[src/rtl/mitchell_lut_if.sv]
// mitchell_lut_if: control, table-write and pair-error signals of the Mitchell LUT builder
interface mitchell_lut_if;
  logic        start;
  logic        busy;
  logic        done;
  logic        wr_en;
  logic [5:0]  wr_addr;
  logic [9:0]  wr_data;
  logic        pair_vld;
  logic [11:0] pair_err;
  modport master(output start, input busy, done, wr_en, wr_addr, wr_data, pair_vld, pair_err);
  modport slave(input start, output busy, done, wr_en, wr_addr, wr_data, pair_vld, pair_err);
endinterface

[src/rtl/mitchell_lut_builder.sv]
// mitchell_lut_builder: sweeps all 64 operand regions and writes the average Mitchell error per region
module mitchell_lut_builder #(
  parameter bit ROUND_EN = 1'b1
) (
  input logic clk,
  input logic rst,
  mitchell_lut_if.slave lut_io
);
  typedef enum logic [2:0] {IDLE, SWEEP, DRAIN, WRITE, DONE} state_t;
  state_t      state_q, state_d;
  logic [5:0]  region_q, region_d;
  logic [3:0]  i_q, i_d, j_q, j_d;
  logic [19:0] acc_q, acc_d;
  logic        pair_vld_q, pair_vld_d, wr_en_q, wr_en_d;
  logic [11:0] pair_err_q, pair_err_d, err;
  logic [5:0]  wr_addr_q, wr_addr_d;
  logic [9:0]  wr_data_q, wr_data_d;
  logic [6:0]  a, b;
  logic [2:0]  k1, k2;
  logic [13:0] m1, m2, s, e, p;
  logic [12:0] avg;
  function automatic logic [2:0] msb(input logic [6:0] x);
    msb = '0;
    for (int n = 0; n < 7; n++) if (x[n]) msb = 3'(n);
  endfunction
  always_comb begin
    a = {region_q[5:3], i_q};
    b = {region_q[2:0], j_q};
    k1 = msb(a);
    k2 = msb(b);
    m1 = 14'(a) - (14'd1 << k1);
    m2 = 14'(b) - (14'd1 << k2);
    s = (m1 << k2) + (m2 << k1);
    e = 14'd1 << (4'(k1) + 4'(k2));
    p = (a == '0 || b == '0) ? 14'd0 : (s < e ? e + s : s << 1);
    err = 12'(14'(a) * 14'(b) - p);
  end
  always_comb begin
    state_d = state_q;
    region_d = region_q;
    i_d = i_q;
    j_d = j_q;
    acc_d = pair_vld_q ? acc_q + 20'(pair_err_q) : acc_q;
    pair_vld_d = 1'b0;
    pair_err_d = pair_err_q;
    wr_en_d = 1'b0;
    wr_addr_d = wr_addr_q;
    wr_data_d = wr_data_q;
    avg = 13'((21'(acc_d) + (ROUND_EN ? 21'd128 : 21'd0)) >> 8);
    case (state_q)
      IDLE: if (lut_io.start) begin
        state_d = SWEEP;
        region_d = '0;
        i_d = '0;
        j_d = '0;
        acc_d = '0;
      end
      SWEEP: begin
        pair_vld_d = 1'b1;
        pair_err_d = err;
        {i_d, j_d} = {i_q, j_q} + 8'd1;
        state_d = ({i_q, j_q} == 8'hff) ? DRAIN : SWEEP;
      end
      DRAIN: begin
        state_d = WRITE;
        wr_en_d = 1'b1;
        wr_addr_d = region_q;
        wr_data_d = (avg > 13'd1023) ? 10'd1023 : avg[9:0];
      end
      WRITE: begin
        acc_d = '0;
        state_d = (region_q == 6'd63) ? DONE : SWEEP;
        region_d = (region_q == 6'd63) ? region_q : region_q + 6'd1;
      end
      default: state_d = IDLE;
    endcase
  end
  always_ff @(posedge clk) begin
    if (rst) begin
      state_q <= IDLE;
      region_q <= '0;
      i_q <= '0;
      j_q <= '0;
      acc_q <= '0;
      pair_vld_q <= 1'b0;
      pair_err_q <= '0;
      wr_en_q <= 1'b0;
      wr_addr_q <= '0;
      wr_data_q <= '0;
    end else begin
      state_q <= state_d;
      region_q <= region_d;
      i_q <= i_d;
      j_q <= j_d;
      acc_q <= acc_d;
      pair_vld_q <= pair_vld_d;
      pair_err_q <= pair_err_d;
      wr_en_q <= wr_en_d;
      wr_addr_q <= wr_addr_d;
      wr_data_q <= wr_data_d;
    end
  end
  assign lut_io.busy = state_q != IDLE;
  assign lut_io.done = state_q == DONE;
  assign lut_io.wr_en = wr_en_q;
  assign lut_io.wr_addr = wr_addr_q;
  assign lut_io.wr_data = wr_data_q;
  assign lut_io.pair_vld = pair_vld_q;
  assign lut_io.pair_err = pair_err_q;
endmodule

[src/flat_wrapper.sv]
// flat-port wrapper written by rule: the top's interface ports become plain ports
module mitchell_lut_builder_flat 
#(
  parameter bit ROUND_EN = 1'b1
)
  (clk, rst, lut_io_start, lut_io_busy, lut_io_done, lut_io_wr_en, lut_io_wr_addr, lut_io_wr_data, lut_io_pair_vld, lut_io_pair_err);
  mitchell_lut_if lut_io_i ();
  input logic clk;
  input logic rst;
  input wire logic [$bits(lut_io_i.start)-1:0] lut_io_start;
  output wire logic [$bits(lut_io_i.busy)-1:0] lut_io_busy;
  output wire logic [$bits(lut_io_i.done)-1:0] lut_io_done;
  output wire logic [$bits(lut_io_i.wr_en)-1:0] lut_io_wr_en;
  output wire logic [$bits(lut_io_i.wr_addr)-1:0] lut_io_wr_addr;
  output wire logic [$bits(lut_io_i.wr_data)-1:0] lut_io_wr_data;
  output wire logic [$bits(lut_io_i.pair_vld)-1:0] lut_io_pair_vld;
  output wire logic [$bits(lut_io_i.pair_err)-1:0] lut_io_pair_err;
  assign lut_io_i.start = lut_io_start;
  assign lut_io_busy = lut_io_i.busy;
  assign lut_io_done = lut_io_i.done;
  assign lut_io_wr_en = lut_io_i.wr_en;
  assign lut_io_wr_addr = lut_io_i.wr_addr;
  assign lut_io_wr_data = lut_io_i.wr_data;
  assign lut_io_pair_vld = lut_io_i.pair_vld;
  assign lut_io_pair_err = lut_io_i.pair_err;
  mitchell_lut_builder #(.ROUND_EN(ROUND_EN)) u_core (.clk(clk), .rst(rst), .lut_io(lut_io_i));
endmodule
[config.mk]
export PLATFORM = sky130hd
export DESIGN_NAME = mitchell_lut_builder_flat
export DESIGN_NICKNAME = d
export VERILOG_FILES = /design/src/rtl/mitchell_lut_if.sv /design/src/rtl/mitchell_lut_builder.sv /design/src/flat_wrapper.sv
export SDC_FILE = /design/constraint.sdc
export NUM_CORES = 1
export LEC_CHECK = 0
export ABC_AREA = 1
export BUFFER_PORTS_ARGS = -buffer_cell sky130_fd_sc_hd__buf_4
export CORE_UTILIZATION = 51
export DETAILED_ROUTE_END_ITERATION = 8
export PLACE_DENSITY = 0.73
export SKIP_CTS_REPAIR_TIMING = 1
export SLEW_MARGIN = 20
export SYNTH_ARGS = -nofsm -noshare
export SYNTH_HDL_FRONTEND = slang
export SYNTH_SLANG_ARGS = --single-unit
[constraint.sdc]
create_clock -name clk -period 22.9 [get_ports clk]
set_input_delay 4.58 -clock clk [delete_from_list [all_inputs] [get_ports clk]]
set_output_delay 4.58 -clock clk [all_outputs]
set_load 0.02 [all_outputs]
==> results.cfg, run 1 <==
[sta]
maxSlewHeadroom_pct = 38.0
whs_ns = 0.492
timing.fmax_mhz = 89.8
hold_viol = 0
maxSlewViolCount = 0
finClkSkew_ns = 0.00970
setup_viol = 0
fin_tns_setup_ns = 0
worst_pin_slew_ns = 0.926
finalCriticalPeriod_ns = 11.14
fin_crit_sh_pct = 48.6
rsz0062_at_grt = no

[power_and_ir_drop]
power_mw = 0.399
powerDensity_nw_per_um2 = 42.1
ir_worst_vdd_v = 0.0000369
leakage_nw = 4.98

[synth]
synth_seq_cells = 67
ys_async_sr_fraction_pct = 0
synth_fp_nets = 1528
syn_inst = 1386
ys_types = 46
ys.warnings.count = 0
synth_ff_type = dfxtp_1
post_synth.cell_area_avg_um2 = 6.35
seq_area_frac_synth_pct = 15.2
synth.cell_area_um2 = 8800
synth_edf_count = 0

[placed_design]
gp_congestion = 0.907
placedInstanceArea_um2 = 9180
portBuffers = 34
dpl.hpwl_mm = 17.6

[route]
wl_per_cell_um = 13.3
routed_wl_mm = 21.5
vias = 8473
viasPerCell = 5.24
drt_first_pass_iters = 7
drtIter0Drc = 556
ant_nets = 0
drc_errors = 0

[clocking]
clock-sinks = 67
insertion_delay_ns = 0.34
cts_tree = done
h-tree-depth = 3
cts-root-buf = clkbuf_16
clkTransAtPathRegs_ns = 0.06
cts_buffer_depth = 2
cts_made_buffers = 9

[worst_setup_path]
cp.depth = 61
cp_max_fo = 21
reg2reg_depth = 61
worstPathArrival_ns = 11.37
start_kind = flip-flop
cpPeakStageDelay_ns = 0.71
slowest_stage = nor2_1
cp.buffers_inverters = 15
cp_data_required_time_ns = 23.13
critPathKind = flip-flop to flip-flop
critPathTopFamily = adder cells
end_kind = flip-flop

[finish]
area_delta_synth_final_pct = 7.82
antennaDiodeCount = 0
final_util_pct = 56.8
nets = 1534
drive_gt1_share_pct = 7.37
post-route-cell-area_um2 = 9490

[global_route]
grt_antenna_before_repair = 0
grt_pass1_wl_mm = 36.8
grt_pass1_vias = 8023
grt_overflow_total = 0
grt_max_degree = 34
grt_usage_pct = 25.1

[min_path]
hp-class = flip-flop to flip-flop
hold_depth = 2

[floorplan]
std_cell_rows = 47
ios = 35
core_um2 = 16700
die_x_um = 133
fp.dieH_um = 133
start_util_pct = 52.7
dieArea_um2 = 17800

[status]
status = completed

[flow_run]
cap_violations = 0
==> registers in the layout, indices dropped and copies added, names as in the netlist, 3 cells and up <==
name,count
u_core.i_q,4
u_core.j_q,4
u_core.acc_q,20
u_core.region_q,6
u_core.lut_io.wr_addr,6
u_core.state_q,3
u_core.lut_io.pair_err,12
u_core.lut_io.wr_data,10
==> cell usage in the layout (no fill, tap or decap), types with 10 or more instances in the layout <==
master / instances
nand2_1: 321
inv_1: 261
nor2_1: 133
ha_1: 98
o21ai_0: 95
a21oi_1: 70
dfxtp_1: 67
nand3_1: 64
fa_1: 41
buf_4: 37
xor2_1: 31
nor3_1: 25
o211ai_1: 17
nand2_2: 15
nand4_1: 11
nand3_2: 10
==> worst paths after layout <==
kind                            slack [ns]               start                         end
worst max-delay path                 11.76  u_core.region_q[0]  u_core.lut_io.pair_err[11]
worst min-delay path                  0.49     u_core.acc_q[0]             u_core.acc_q[0]
worst max register to register       11.76  u_core.region_q[0]  u_core.lut_io.pair_err[11]
worst min register to register        0.49     u_core.acc_q[0]             u_core.acc_q[0]
==> power by group <==
| part | internal (mW) | total (mW) | switching, mW | leakage (nW) |
|---|---|---|---|---|
| registers | 0.120 | 0.124 | 0.00374 | 0.543 |
| logic | 0.0473 | 0.136 | 0.0890 | 4.30 |
| clock network | 0.0847 | 0.139 | 0.0547 | 0.138 |
| total | 0.252 | 0.399 | 0.147 | 4.98 |
==> kinds of logic after synthesis <==
logic type | Yosys count | share of synthesized area (%)
flip-flops | 67 | 15.2
XOR/XNOR | 35 | 3.48
AO/OA/AOI/OAI | 219 | 13.9
multiplexers | 4 | 0.455
buffers and inverters | 306 | 13.3
adder cells (fa/ha/maj) | 139 | 23.3
AND/OR/NAND/NOR | 616 | 30.3
==> synth_stat cells (5+ instances only) <==
master    number  share of area (%)
nand2_1      321                 14
inv_1        261                 11
nor2_1       133                5.7
ha_1          98                 14
o21ai_0       95                5.4
a21oi_1       70                4.0
dfxtp_1       67                 15
nand3_1       64                3.6
fa_1          41                9.3
xor2_1        31                3.1
clkbuf_1      30                1.3
nor3_1        26                1.5
o211ai_1      17                1.4
nand2_2       15                1.1
nand4_1       11               0.78
nand3_2       10                1.1
buf_2          9               0.51
nor2_2         9               0.64
nor4_1         9               0.64
or2_2          9               0.64
o21bai_1       6               0.51
a211oi_1       5               0.43
a31oi_1        5               0.36
==> metal layers <==
metal  routed length [um]  vias to the layer above  track usage [%]
met1                10100                     3903             32.2
met2                10500                      149             45.2
met3                  612                       21             2.02
met4                  289                        0             6.63
met5                    0                        -                0
li1                     -                     4400                -
==> layout make-up <==
cell class	count	area, um2
inverter	264	991
fill	1654	7210
sequential	67	1340
tap	220	275
timing repair buffer	37	278
multi-input combinational	1013	6310
clock inverter	7	75.1
clock buffer	9	225
==> metrics by stage <==
step | setup slack [ns] | cells
finish | 11.76 | 1617
global route | 10.69 | 1617
CTS | 11.88 | 1617
detailed placement | 11.92 | 1601
global placement | 12.07 | 1601
floorplan | 13.39 | 1386
==> worst register-to-register path: cells and delay by family (launching register included) <==
family                     cells  cell delay [ns]
AOI/OAI and AO/OA             11             1.54
buffers and inverters         15             1.46
and+or+nand+nor               24             3.47
DFF                            1             0.45
xor gates and xnor gates       1             0.17
adders and majority gates     10             3.97
Power figures use the tool's default switching activity.
==> run 2, diff against run 1 <==
PLACE_DENSITY = 0.75   (was 0.73)
clock period = 9.1 ns   (was 22.9 ns; I/O delays follow)
==> run 2 against run 1 <==
Effect of this change: clock power grew to 2.6 times the previous value; non-clock buffer count is 56 higher; clock skew is 0.00095 ns lower; routed wire length is 6.6% higher; worst hold slack better by 0.0012 ns; critical path depth is 8 lower; via count is 3.6% higher; largest power group is now combinational logic.
==> results.cfg, run 2 (synthesis gave the netlist of run 1 again) <==
[status]
status = completed

[clocking]
cts_buffer_depth = 2
cts-root-buf = clkbuf_16
clock-sinks = 67
clkTransAtPathRegs_ns = 0.06
cts_made_buffers = 9
h-tree-depth = 3
cts_tree = done
insertion_delay_ns = 0.34

[power_and_ir_drop]
power_mw = 1.07
leakage_nw = 5.31
ir_worst_vdd_v = 0.0000955
powerDensity_nw_per_um2 = 104

[route]
routed_wl_mm = 22.9
vias = 8777
ant_nets = 0
wl_per_cell_um = 13.7
drc_errors = 0
drtIter0Drc = 614
drt_first_pass_iters = 7
viasPerCell = 5.25

[sta]
finalCriticalPeriod_ns = 8.71
worst_pin_slew_ns = 0.886
maxSlewViolCount = 0
fin_crit_sh_pct = 95.7
timing.fmax_mhz = 115
finClkSkew_ns = 0.00875
maxSlewHeadroom_pct = 40.8
setup_viol = 0
hold_viol = 0

[finish]
drive_gt1_share_pct = 16.2
post-route-cell-area_um2 = 10300
area_delta_synth_final_pct = 17.1
final_cell_mix = nand2_1 (314), inv_1 (249), nor2_1 (127)
final_common_cell = nand2_1
antennaDiodeCount = 0
largest_reg_flops = 20
nets = 1590
fillers = 1553
regMostFlops = u_core.acc_q

[floorplan]
ios = 35
std_cell_rows = 47
fp.dieH_um = 133
dieArea_um2 = 17800
start_util_pct = 52.7
core_um2 = 16700
die_x_um = 133

[worst_setup_path]
start_kind = flip-flop
cp_max_fo = 6
worst_path_most_repeated_cell = nand2_1
critPathKind = flip-flop to flip-flop
cpPeakStageDelay_ns = 0.55
reg2reg_depth = 53
reg2reg_to = u_core.lut_io.pair_err[11]
worstPathArrival_ns = 8.95
rrSetupSlack_ns = 0.39
cp_data_required_time_ns = 9.34
slowest_stage = fa_1
end_kind = flip-flop
r2r_start = u_core.j_q[3]

[placed_design]
dpl.hpwl_mm = 17.9
placedInstanceArea_um2 = 9520
gp_congestion = 0.931
portBuffers = 34

[global_route]
grt_usage_pct = 25.7
grt_antenna_before_repair = 0
grt_pass1_wl_mm = 37.7
grt_overflow_total = 0
grt_pass1_vias = 8222
grt_max_degree = 34

[flow_run]
cap_violations = 0

[min_path]
hold_depth = 2
hold_start = u_core.acc_q[0]
holdPathEnd = u_core.acc_q[0]
hp-class = flip-flop to flip-flop
[run 2: power breakdown]
part           internal, mW  switching (mW)  leakage (nW)
registers             0.300         0.00759         0.547
logic                 0.152           0.251          4.62
clock network         0.216           0.143         0.143
total                 0.669           0.402          5.31
[run 2: worst max path at each step]
stage	depth (start not counted)	slack (ns)	start	end
2_1_floorplan	64	0.02	u_core.j_q[3]	u_core.lut_io.pair_err[11]
3_3_place_gp	51	0.11	u_core.i_q[3]	u_core.lut_io.pair_err[11]
3_5_place_dp	62	-0.04	u_core.region_q[0]	u_core.lut_io.pair_err[11]
4_1_cts	57	-0.08	u_core.i_q[3]	u_core.lut_io.pair_err[11]
5_1_grt	59	-0.09	u_core.j_q[3]	u_core.lut_io.pair_err[11]
6_report	53	0.39	u_core.j_q[3]	u_core.lut_io.pair_err[11]
[run 2: worst max-delay path, delay by kind of cell (launching register included)]
kind	cells	cell delay, ns
adders and majority gates	9	3.62
AOI/OAI and AO/OA	12	1.65
and+or+nand+nor	18	1.61
buffers and inverters	11	0.83
DFF	1	0.36
xor gates and xnor gates	2	0.34
muxes	1	0.20
[run 2: routing by layer]
| layer | track usage [%] | up-vias | share of wire, % | wire, um |
|---|---|---|---|---|
| met4 | 7.83 | 0 | 2.2 | 507 |
| met2 | 45.7 | 187 | 50 | 11400 |
| met3 | 2.59 | 50 | 3.7 | 842 |
| met5 | 0 | - | 0 | 0 |
| li1 | - | 4514 | - | - |
| met1 | 32.5 | 4026 | 45 | 10200 |
[run 2: per-stage QoR]
stage               util (%)  setup WS [ns]  hold slack, ns  TNS [ns]  cells
finish                  61.7          0.388           0.493         0   1673
global route            61.7        -0.0903           0.507    -0.182   1673
CTS                     58.8        -0.0820           0.493   -0.0820   1659
detailed placement      57.0        -0.0369           0.474   -0.0369   1643
global placement        57.0          0.114           0.467         0   1643
floorplan                  -         0.0182           0.453         0   1386
[run 2: cell type report]
class / instances / area [um2] / area share, %
Multi-Input combinational cell: 1013 / 6660 / 64.6
Sequential cell: 67 / 1360 / 13.2
Clock buffer: 9 / 225 / 2.18
Timing Repair Buffer: 93 / 721 / 6.99
Clock inverter: 7 / 80.1 / 0.777
Tap cell: 220 / 275 / 2.67
Inverter: 264 / 991 / 9.61
==> run 3, diff against run 2 <==
RECOVER_POWER = 25   (was unset)
==> run 3 against run 2 <==
Effect of this change: die area did not move; non-clock buffer count is the same; worst hold slack about the same; first-iteration DRC count rose by 11%; clock power about the same; sequential power about the same; utilization down 0.36 points; critical path depth increased by 6; flip-flop and latch count is the same; cell area is 0.58% lower; combinational power barely moved; highest routed layer unchanged.
==> results.cfg, run 3 (synthesis gave the netlist of run 1 again) <==
[floorplan]
ios = 35
fp.dieH_um = 133
start_util_pct = 52.7
die_x_um = 133
core_um2 = 16700
dieArea_um2 = 17800
std_cell_rows = 47

[sta]
maxSlewViolCount = 0
finalCriticalPeriod_ns = 8.70
timing.fmax_mhz = 115
worst_pin_slew_ns = 0.889
fin_crit_sh_pct = 95.6
finClkSkew_ns = 0.00842
fin_tns_setup_ns = 0
maxSlewHeadroom_pct = 40.7
hold_viol = 0
setup_viol = 0

[finish]
nets = 1590
area_delta_synth_final_pct = 16.4
largest_reg_flops = 20
fillers = 1569
antennaDiodeCount = 0
final_common_cell = nand2_1
final_util_pct = 61.4
final_cell_mix = nand2_1 (314), inv_1 (249), nor2_1 (127)
drive_gt1_share_pct = 15.1
regMostFlops = u_core.acc_q
fin_cells = 1673

[placed_design]
portBuffers = 34
dpl.hpwl_mm = 17.9
gp_congestion = 0.931
dpl.cell_count = 1643

[worst_setup_path]
start_kind = flip-flop
cp_data_required_time_ns = 9.33
r2r_start = u_core.region_q[1]
critPathKind = flip-flop to flip-flop
critPathLaunch = u_core.region_q[1]
cp_max_fo = 6
reg2reg_to = u_core.lut_io.pair_err[11]
reg2reg_depth = 59
cpPeakStageDelay_ns = 0.55
end_kind = flip-flop
worstPathArrival_ns = 8.93
slowest_stage = fa_1
worst_path_most_repeated_cell = nand2_1
rrSetupSlack_ns = 0.40

[route]
viasPerCell = 5.26
drc_errors = 0
routed_wl_mm = 22.8
drtIter0Drc = 683
wl_per_cell_um = 13.6
ant_nets = 0
drt_first_pass_iters = 7
vias = 8799

[global_route]
grt_overflow_total = 0
grt_pass1_vias = 8222
grt_max_degree = 34
grt_antenna_before_repair = 0
grt_pass1_wl_mm = 37.7
grt_usage_pct = 25.7

[flow_run]
cap_violations = 0

[power_and_ir_drop]
leakage_nw = 5.25
power_mw = 1.07
powerDensity_nw_per_um2 = 104
ir_worst_vdd_v = 0.0000951

[clocking]
insertion_delay_ns = 0.33
cts_tree = done
h-tree-depth = 3
clock-sinks = 67
clkTransAtPathRegs_ns = 0.06
cts_made_buffers = 9
cts_buffer_depth = 2
cts-root-buf = clkbuf_16

[min_path]
hold_start = u_core.acc_q[0]
holdPathEnd = u_core.acc_q[0]
hold_depth = 2
hp-class = flip-flop to flip-flop

[status]
status = completed
==> run 3: cell type report <==
cell class | count | area [um2] | share of cell area [%]
well taps | 220 | 275 | 2.69
clock buffers | 9 | 225 | 2.20
repair buffers | 93 | 661 | 6.44
flip-flops and latches | 67 | 1360 | 13.2
clock inverters | 7 | 80.1 | 0.781
inverters | 264 | 991 | 9.67
multi-input cells | 1013 | 6660 | 65.0
==> run 3: metrics by stage <==
step	area [um2]	worst slack (ns)	hold WS [ns]
5_1_grt	10300	-0.0903	0.507
4_1_cts	9830	-0.0820	0.493
3_3_place_gp	9520	0.114	0.467
2_1_floorplan	8840	0.0182	0.453
3_5_place_dp	9520	-0.0369	0.474
6_report	10300	0.401	0.493
==> run 3: routing by layer <==
| layer | track usage (%) | part of all wire, % | up-vias |
|---|---|---|---|
| li1 | - | - | 4514 |
| met1 | 32.5 | 44 | 4018 |
| met5 | 0 | 0 | - |
| met4 | 7.83 | 2.3 | 0 |
| met2 | 45.7 | 50 | 215 |
| met3 | 2.59 | 4.4 | 52 |
==> run 3: worst max-delay path by stage <==
stage	to	cells past startpoint
detailed placement	u_core.lut_io.pair_err[11]	62
global route	u_core.lut_io.pair_err[11]	59
global placement	u_core.lut_io.pair_err[11]	51
floorplan	u_core.lut_io.pair_err[11]	64
finish	u_core.lut_io.pair_err[11]	59
CTS	u_core.lut_io.pair_err[11]	57
==> run 3: report_power, final <==
part / switching (mW) / internal, mW / leakage (nW)
combinational: 0.250 / 0.152 / 4.56
sequential: 0.00770 / 0.300 / 0.547
clock: 0.141 / 0.216 / 0.143
total: 0.400 / 0.668 / 5.25
==> run 3: critical path, delay by kind of cell (launching register included) <==
family / cells / cell delay [ns]
AOI/OAI and AO/OA: 9 / 1.09
buffers and inverters: 15 / 0.99
and+or+nand+nor: 23 / 2.10
xor gates and xnor gates: 2 / 0.34
DFF: 1 / 0.33
adders and majority gates: 10 / 3.74
